$ cat config.mk
export PLATFORM = sky130hd
export DESIGN_NAME = sram_bank_initiator
export DESIGN_NICKNAME = d
export VERILOG_FILES = /design/src/rtl/sram_bank_pkg.sv /design/src/rtl/sram_bank_rsp_fifo.sv /design/src/rtl/sram_bank_initiator.sv
export SDC_FILE = /design/constraint.sdc
export NUM_CORES = 1
export LEC_CHECK = 0
export BUFFER_PORTS_ARGS = -buffer_cell sky130_fd_sc_hd__buf_2
export CORE_AREA = 5 5 222 224
export DETAILED_ROUTE_END_ITERATION = 8
export DIE_AREA = 0 0 227 229
export SLEW_MARGIN = 20
export SYNTH_ARGS = -nofsm -noshare
export SYNTH_HDL_FRONTEND = slang
export SYNTH_SLANG_ARGS = --single-unit
$ cat constraint.sdc
create_clock -name clk -period 15.9 [get_ports clk]
set_clock_uncertainty 0.1 [all_clocks]
set_input_delay 2.385 -clock clk [delete_from_list [all_inputs] [get_ports clk]]
set_output_delay 2.385 -clock clk [all_outputs]
set_load 0.02 [all_outputs]
$ cat src/rtl/sram_bank_pkg.sv
// Shared types and sizes for the 2048x128 bank requester.
package sram_bank_pkg;

  localparam int unsigned BANK_DW    = 128;
  localparam int unsigned BANK_AW    = 11;
  localparam int unsigned BANK_LANES = 4;
  localparam int unsigned BANK_BW    = BANK_DW / 8;

  typedef enum logic [0:0] {
    IDLE = 1'b0,
    INIT = 1'b1
  } init_state_t;

  typedef struct packed {
    logic [BANK_DW-1:0] rdata;
    logic               we;
    logic               err;
  } bank_rsp_t;

endpackage

$ cat src/rtl/sram_bank_rsp_fifo.sv
// Small synchronous first-word-fall-through FIFO of bank responses.
module sram_bank_rsp_fifo
  import sram_bank_pkg::*;
#(
  parameter int unsigned DEPTH = 3
) (
  input  logic      clk,
  input  logic      rst,
  input  logic      push,
  input  bank_rsp_t wr_data,
  input  logic      pop,
  output bank_rsp_t rd_data,
  output logic      full,
  output logic      empty
);

  localparam int unsigned PW = (DEPTH > 1) ? $clog2(DEPTH) : 1;
  localparam int unsigned CW = $clog2(DEPTH + 1);

  bank_rsp_t       mem [DEPTH];
  logic [PW-1:0]   wr_ptr;
  logic [PW-1:0]   rd_ptr;
  logic [CW-1:0]   count;
  logic            push_ok;
  logic            pop_ok;

  function automatic logic [PW-1:0] ptr_inc(input logic [PW-1:0] p);
    return (p == PW'(DEPTH - 1)) ? '0 : p + PW'(1);
  endfunction

  assign full    = (count == CW'(DEPTH));
  assign empty   = (count == '0);
  assign pop_ok  = pop && !empty;
  assign push_ok = push && (!full || pop_ok);
  assign rd_data = mem[rd_ptr];

  // Storage carries no reset; only pointers and occupancy do.
  always_ff @(posedge clk) begin
    if (push_ok) begin
      mem[wr_ptr] <= wr_data;
    end
  end

  always_ff @(posedge clk) begin
    if (rst) begin
      wr_ptr <= '0;
      rd_ptr <= '0;
      count  <= '0;
    end else begin
      if (push_ok) wr_ptr <= ptr_inc(wr_ptr);
      if (pop_ok)  rd_ptr <= ptr_inc(rd_ptr);
      count <= count + CW'(push_ok) - CW'(pop_ok);
    end
  end

endmodule

$ cat src/rtl/sram_bank_initiator.sv
// Requester for the single-port bank: request stream to bank pins, read capture,
// credit-protected response FIFO and a post-boot zero-fill engine.
module sram_bank_initiator
  import sram_bank_pkg::*;
#(
  parameter int unsigned AW        = BANK_AW,
  parameter int unsigned DW        = BANK_DW,
  parameter int unsigned RSP_DEPTH = 3
) (
  input  logic            clk,
  input  logic            rst,
  input  logic            req_valid_i,
  output logic            req_ready_o,
  input  logic [AW+1:0]   req_addr_i,
  input  logic            req_wide_i,
  input  logic            req_we_i,
  input  logic [DW/8-1:0] req_be_i,
  input  logic [DW-1:0]   req_wdata_i,
  output logic            rsp_valid_o,
  input  logic            rsp_ready_i,
  output logic [DW-1:0]   rsp_rdata_o,
  output logic            rsp_we_o,
  output logic            rsp_err_o,
  input  logic            init_start_i,
  output logic            init_busy_o,
  output logic            bank_en_o,
  output logic            bank_we_o,
  output logic            bank_narrow_o,
  output logic [AW+1:0]   bank_addr_o,
  output logic [DW/8-1:0] bank_be_o,
  output logic [DW-1:0]   bank_wdata_o,
  input  logic [DW-1:0]   bank_rdata_i
);

  localparam int unsigned CW = $clog2(RSP_DEPTH + 1);

  init_state_t   state_q, state_d;
  logic [AW-1:0] row_q, row_d;
  logic [CW-1:0] cnt_q, cnt_d;
  logic          ready_q, ready_d;
  logic          cap_valid_q, cap_we_q, cap_err_q, cap_narrow_q;
  logic          issue;
  logic          req_err;
  logic          rsp_pop;
  logic          fifo_full, fifo_empty;
  bank_rsp_t     fifo_wr, fifo_rd;

  assign issue   = req_valid_i && ready_q;
  assign req_err = req_wide_i && (req_addr_i[1:0] != 2'b00);
  assign rsp_pop = rsp_valid_o && rsp_ready_i;

  // Credits cover in-flight captures plus FIFO occupancy.
  assign cnt_d   = cnt_q + CW'(issue) - CW'(rsp_pop);
  assign ready_d = (state_d == IDLE) && (cnt_d < CW'(RSP_DEPTH));

  // Next state and bank pin drive; pins follow the issue cycle combinationally.
  always_comb begin
    state_d       = state_q;
    row_d         = row_q;
    bank_en_o     = 1'b0;
    bank_we_o     = 1'b0;
    bank_narrow_o = 1'b0;
    bank_addr_o   = '0;
    bank_be_o     = '0;
    bank_wdata_o  = '0;
    case (state_q)
      IDLE: begin
        if (issue) begin
          bank_en_o     = 1'b1;
          bank_we_o     = req_we_i;
          bank_narrow_o = !req_wide_i;
          bank_addr_o   = req_wide_i ? {req_addr_i[AW+1:2], 2'b00} : req_addr_i;
          bank_be_o     = req_be_i;
          bank_wdata_o  = req_wdata_i;
        end
        if (init_start_i) begin
          state_d = INIT;
          row_d   = '0;
        end
      end
      INIT: begin
        bank_en_o   = 1'b1;
        bank_we_o   = 1'b1;
        bank_addr_o = {row_q, 2'b00};
        bank_be_o   = '1;
        row_d       = row_q + AW'(1);
        if (row_q == '1) begin
          state_d = IDLE;
        end
      end
      default: state_d = IDLE;
    endcase
  end

  always_ff @(posedge clk) begin
    if (rst) begin
      state_q      <= IDLE;
      row_q        <= '0;
      cnt_q        <= '0;
      ready_q      <= 1'b0;
      cap_valid_q  <= 1'b0;
      cap_we_q     <= 1'b0;
      cap_err_q    <= 1'b0;
      cap_narrow_q <= 1'b0;
    end else begin
      state_q     <= state_d;
      row_q       <= row_d;
      cnt_q       <= cnt_d;
      ready_q     <= ready_d;
      cap_valid_q <= issue;
      if (issue) begin
        cap_we_q     <= req_we_i;
        cap_err_q    <= req_err;
        cap_narrow_q <= !req_wide_i;
      end
    end
  end

  // Capture stage: the bank answers one cycle after en; writes return no data.
  always_comb begin
    fifo_wr       = '0;
    fifo_wr.we    = cap_we_q;
    fifo_wr.err   = cap_err_q;
    if (!cap_we_q) begin
      fifo_wr.rdata = cap_narrow_q ? {{(DW-32){1'b0}}, bank_rdata_i[31:0]} : bank_rdata_i;
    end
  end

  sram_bank_rsp_fifo #(
    .DEPTH(RSP_DEPTH)
  ) u_rsp_fifo (
    .clk    (clk),
    .rst    (rst),
    .push   (cap_valid_q),
    .wr_data(fifo_wr),
    .pop    (rsp_pop),
    .rd_data(fifo_rd),
    .full   (fifo_full),
    .empty  (fifo_empty)
  );

  cap_no_overflow: assert property (@(posedge clk) disable iff (rst)
    cap_valid_q |-> (!fifo_full || rsp_pop));

  assign req_ready_o = ready_q;
  assign init_busy_o = (state_q == INIT);
  assign rsp_valid_o = !fifo_empty;
  assign rsp_rdata_o = fifo_rd.rdata;
  assign rsp_we_o    = fifo_rd.we;
  assign rsp_err_o   = fifo_rd.err;

endmodule

==> run summary <==
After floorplanning, the core was divided into 80 placement rows. Summed over all failing endpoints, the final setup total negative slack is 0 ns. Sort of element at the start of the critical path: an input port. The top flip-flop cell by instance count after synthesis was sky130_fd_sc_hd__edfxtp_1. Clock slew seen by the registers of the worst setup and hold paths: 0.06 ns.

For the finished layout, the period the worst path requires is 7.23 ns. The initial standard-cell utilization of the core was 37.5%; the detail-routed net length per standard cell was 20.6 µm. Summed over all layers, the routed wires come to 51800 µm. After clock tree synthesis, the repair step resized 0 gates. In the synthesized netlist the async set-or-reset flop fraction comes to 0%. Most common library cell in the layout ignoring fill and taps: sky130_fd_sc_hd__buf_2. The buffers plus inverters on the worst setup path is 4, and the clock share of power is 36.2%.

The internal portion of the total power is 1970 µW. For the number of global-route vias before repair, the log shows 11700. In the final layout, the share of cells above drive strength 1 is 35.6%. The slowest stage of the critical path is the sky130_fd_sc_hd__and2_1 cell. Setup repair after global routing left no endpoint under its margin. The net switching power is 705 µW, and the worst-skew pair later-pin latency is 0.55 ns. The post-synthesis instance total was 1301.

In this run, distinct cell masters in the synthesized netlist total 43. The root cell of the clock tree was sky130_fd_sc_hd__clkbuf_16. After legalization and detailed placement, the total HPWL measured 36400 µm. Routability-driven placement finished with a final weighted congestion of 1.00.

In this run the tightest slew margin relative to its limit is 25.4%. The register area came out at 12300 µm². For this run, the register share of the synthesized area comes to 69.4%. The pin count of the biggest net entering global routing was 131. Setup violations remaining at the end of the flow were counted as 0. The total leakage power was 0.00863 µW; the combinational share of power was 17.3%. For the total DRC errors in the routed layout, the log shows 0.

The synthesized design contains 390 enable-type register cells. The critical path in this run is classified as input port to output port. After synthesis, the mean cell area works out to 13.6 µm². The post-layout utilization of the core was 47.6%. The tools report the top achievable clock speed as 138 MHz. The die is 227 µm wide.

The number of storage elements in the synthesis netlist was 417; the power density relative to cell area was 119 nW/µm². The number of CTS-inserted buffers came out at 43. The initial antenna violation count came out at 31. The run gives 4960 µm² as the area used by multi-input combinational logic. The total clock sinks came out at 417.

On the critical path the largest part of the delay comes from buffers and inverters. The run gives 19.0% as the global routing usage summed across all routing layers. In this run the worst hold path is classified as register to register. STA puts the critical path data required time at 13.41 ns. Net switching is 26.3% of the power.

Traced cell by cell, the critical path runs through buf_2 > and2_1 > inv_2 > nor2_4 > buf_4 > a22o_1 > buf_2. The final count of hold timing violations came out at 0. At the pin with the least slew margin, the transition time is 1.12 ns. The fill cell total of the finished layout was 4218. For the number of iterations in the first detailed-routing pass, the log shows 4. The H-tree was split into 2 levels. Post-CTS timing repair inserted 0 buffers for setup.

The largest single stage delay on the critical path is 0.75 ns. For this design, the CTS-stage hold fixing added 0 buffers. After global routing the overflow that remains totals 0. For this run, the number of Yosys warnings is 0. Counting every net in the synthesized netlist gives 1598. Maximum buffer depth of the clock tree: 3. The area of the die was 52000 µm².

The first global-routing pass estimated 74400 µm of wire. From bottom edge to top edge, the die measures 229 µm. The cell type with the highest occurrence count on the critical path is sky130_fd_sc_hd__buf_2. Leaving out fill and tap cells, the most frequent cells in the layout are sky130_fd_sc_hd__buf_2 (584), sky130_fd_sc_hd__edfxtp_1 (390), sky130_fd_sc_hd__and2_1 (226), sky130_fd_sc_hd__nand2_1 (157), sky130_fd_sc_hd__mux2i_1 (134). The worst setup path is captured at an output port. For the count of max-cap constraint violations, the log shows 0. After detailed routing, the number of vias per cell comes to 4.78. The maximum resistive drop on vdd was 77.4 µV. The final-report max-slew violation count is 0, and the number of port buffers is 584.

First-iteration detailed-routing DRC count: 638. The run gives 0 as the count of antenna-violating nets left after detailed routing. TritonCTS built the clock tree. In the final design database the tool counted 2156 nets. The number of ports placed on the die boundary came out at 585. At the worst endpoint, the arrival time is 4.74 ns. The logs give 47100 µm² for the placeable core area and 46.5% for the part of the total power dissipated in sequential elements. The final clock period utilization by the worst path works out to 45.4%. The area growth from synthesis to layout is 27.1%. The maximum fanout count along the critical path was 130; the vias after detailed routing was 12000. The run finished with clean final reports. After synthesis the cells add up to 17700 µm².
-- worst reg2reg max path: cells and delay by family, from the launching register on --
kind / cells / cell delay [ns]
flops: 1 / 0.34
buf+inv: 2 / 1.34
simple gates: 2 / 0.72
-- registers in the layout (all words and copies together) (netlist names), named ones only --
register,cells
cap_narrow_q,1
u_rsp_fifo.rd_ptr,2
req_ready_o,1
row_q,11
u_rsp_fifo.wr_ptr,2
u_rsp_fifo.count,2
init_busy_o,1
cap_we_q,1
cnt_q,2
u_rsp_fifo.mem,390
cap_valid_q,1
cap_err_q,1
-- metrics by stage --
step / cell area (µm²) / power, µW / std cells / worst slack [ns] / hold WS [ns]
after floorplan: 17700 / 1560 / 1301 / 2.80 / 0.343
after global placement: 21100 / 1730 / 2429 / 8.71 / 0.361
after detailed placement: 21100 / 1740 / 2429 / 8.65 / 0.371
after CTS: 22400 / 2710 / 2505 / 8.65 / 0.381
after global routing: 22400 / 2790 / 2510 / 8.38 / 0.421
final: 22400 / 2680 / 2512 / 8.67 / 0.383
-- cells in the mapped netlist (all sizes together) (2+ instances only) --
library cell / n / area share [%]
nor3: 6 / 0.17
a21o: 16 / 0.68
buf: 47 / 1.6
nor2: 13 / 0.30
or4: 2 / 0.085
nand4: 4 / 0.14
nand3: 7 / 0.27
dfxtp: 27 / 3.1
nor4: 3 / 0.14
clkbuf: 34 / 0.74
nand2b: 6 / 0.21
or2: 4 / 0.14
xor2: 4 / 0.20
mux2i: 134 / 7.6
o211ai: 2 / 0.085
and2: 226 / 8.0
o21ai: 141 / 4.0
or3: 2 / 0.071
inv: 13 / 0.28
nor2b: 33 / 1.2
nor3b: 5 / 0.21
ha: 5 / 0.35
nand2: 157 / 3.3
a21oi: 9 / 0.26
edfxtp: 390 / 66
a22o: 2 / 0.11
a211oi: 2 / 0.085
-- area by class of cell --
cell class | count | share of cell area (%)
diodes | 7 | 0.0781
clock buffers | 52 | 4.95
clock inverters | 24 | 1.09
inverters | 13 | 0.240
multi-input cells | 790 | 22.1
flip-flops and latches | 417 | 54.6
well taps | 615 | 3.43
repair buffers | 594 | 13.5
-- logic make-up (layout without fill, tap and decap cells) --
family / Yosys count / count (layout) / synth area share [%]
and+or+nand+nor: 470 / 470 / 14.4
DFF: 417 / 417 / 69.4
AOI/OAI and AO/OA: 176 / 176 / 5.42
muxes: 134 / 134 / 7.60
buffers and inverters: 94 / 683 / 2.64
adders and majority gates: 5 / 5 / 0.354
xor gates and xnor gates: 5 / 5 / 0.248
other: 0 / 7 / 0
-- metal layers --
metal | global-route usage [%] | vias to the layer above | wire length [µm]
li1 | - | 5767 | -
met1 | 24.5 | 5676 | 21400
met2 | 29.1 | 428 | 23300
met3 | 8.11 | 112 | 5200
met4 | 5.79 | 32 | 1640
met5 | 1.71 | - | 225
-- final timing paths --
path | cells after the start | startpoint | slack (ns) | to
max | 7 | req_valid_i | 8.67 | bank_addr_o[6]
min | 2 | u_rsp_fifo.rd_ptr[1] | 0.38 | register
max reg2reg | 4 | u_rsp_fifo.count[1] | 12.98 | u_rsp_fifo.mem[0][64]
min reg2reg | 2 | u_rsp_fifo.rd_ptr[1] | 0.38 | register
-- power groups by stage --
stage | Clock, µW | Combinational [µW] | Sequential, µW
4_1_cts | 998 | 471 | 1240
3_5_place_dp | 0 | 469 | 1270
2_1_floorplan | 0 | 306 | 1250
6_report | 970 | 463 | 1240
5_1_grt | 1040 | 499 | 1250
3_3_place_gp | 0 | 466 | 1270
(Power assumes the default switching activity.)
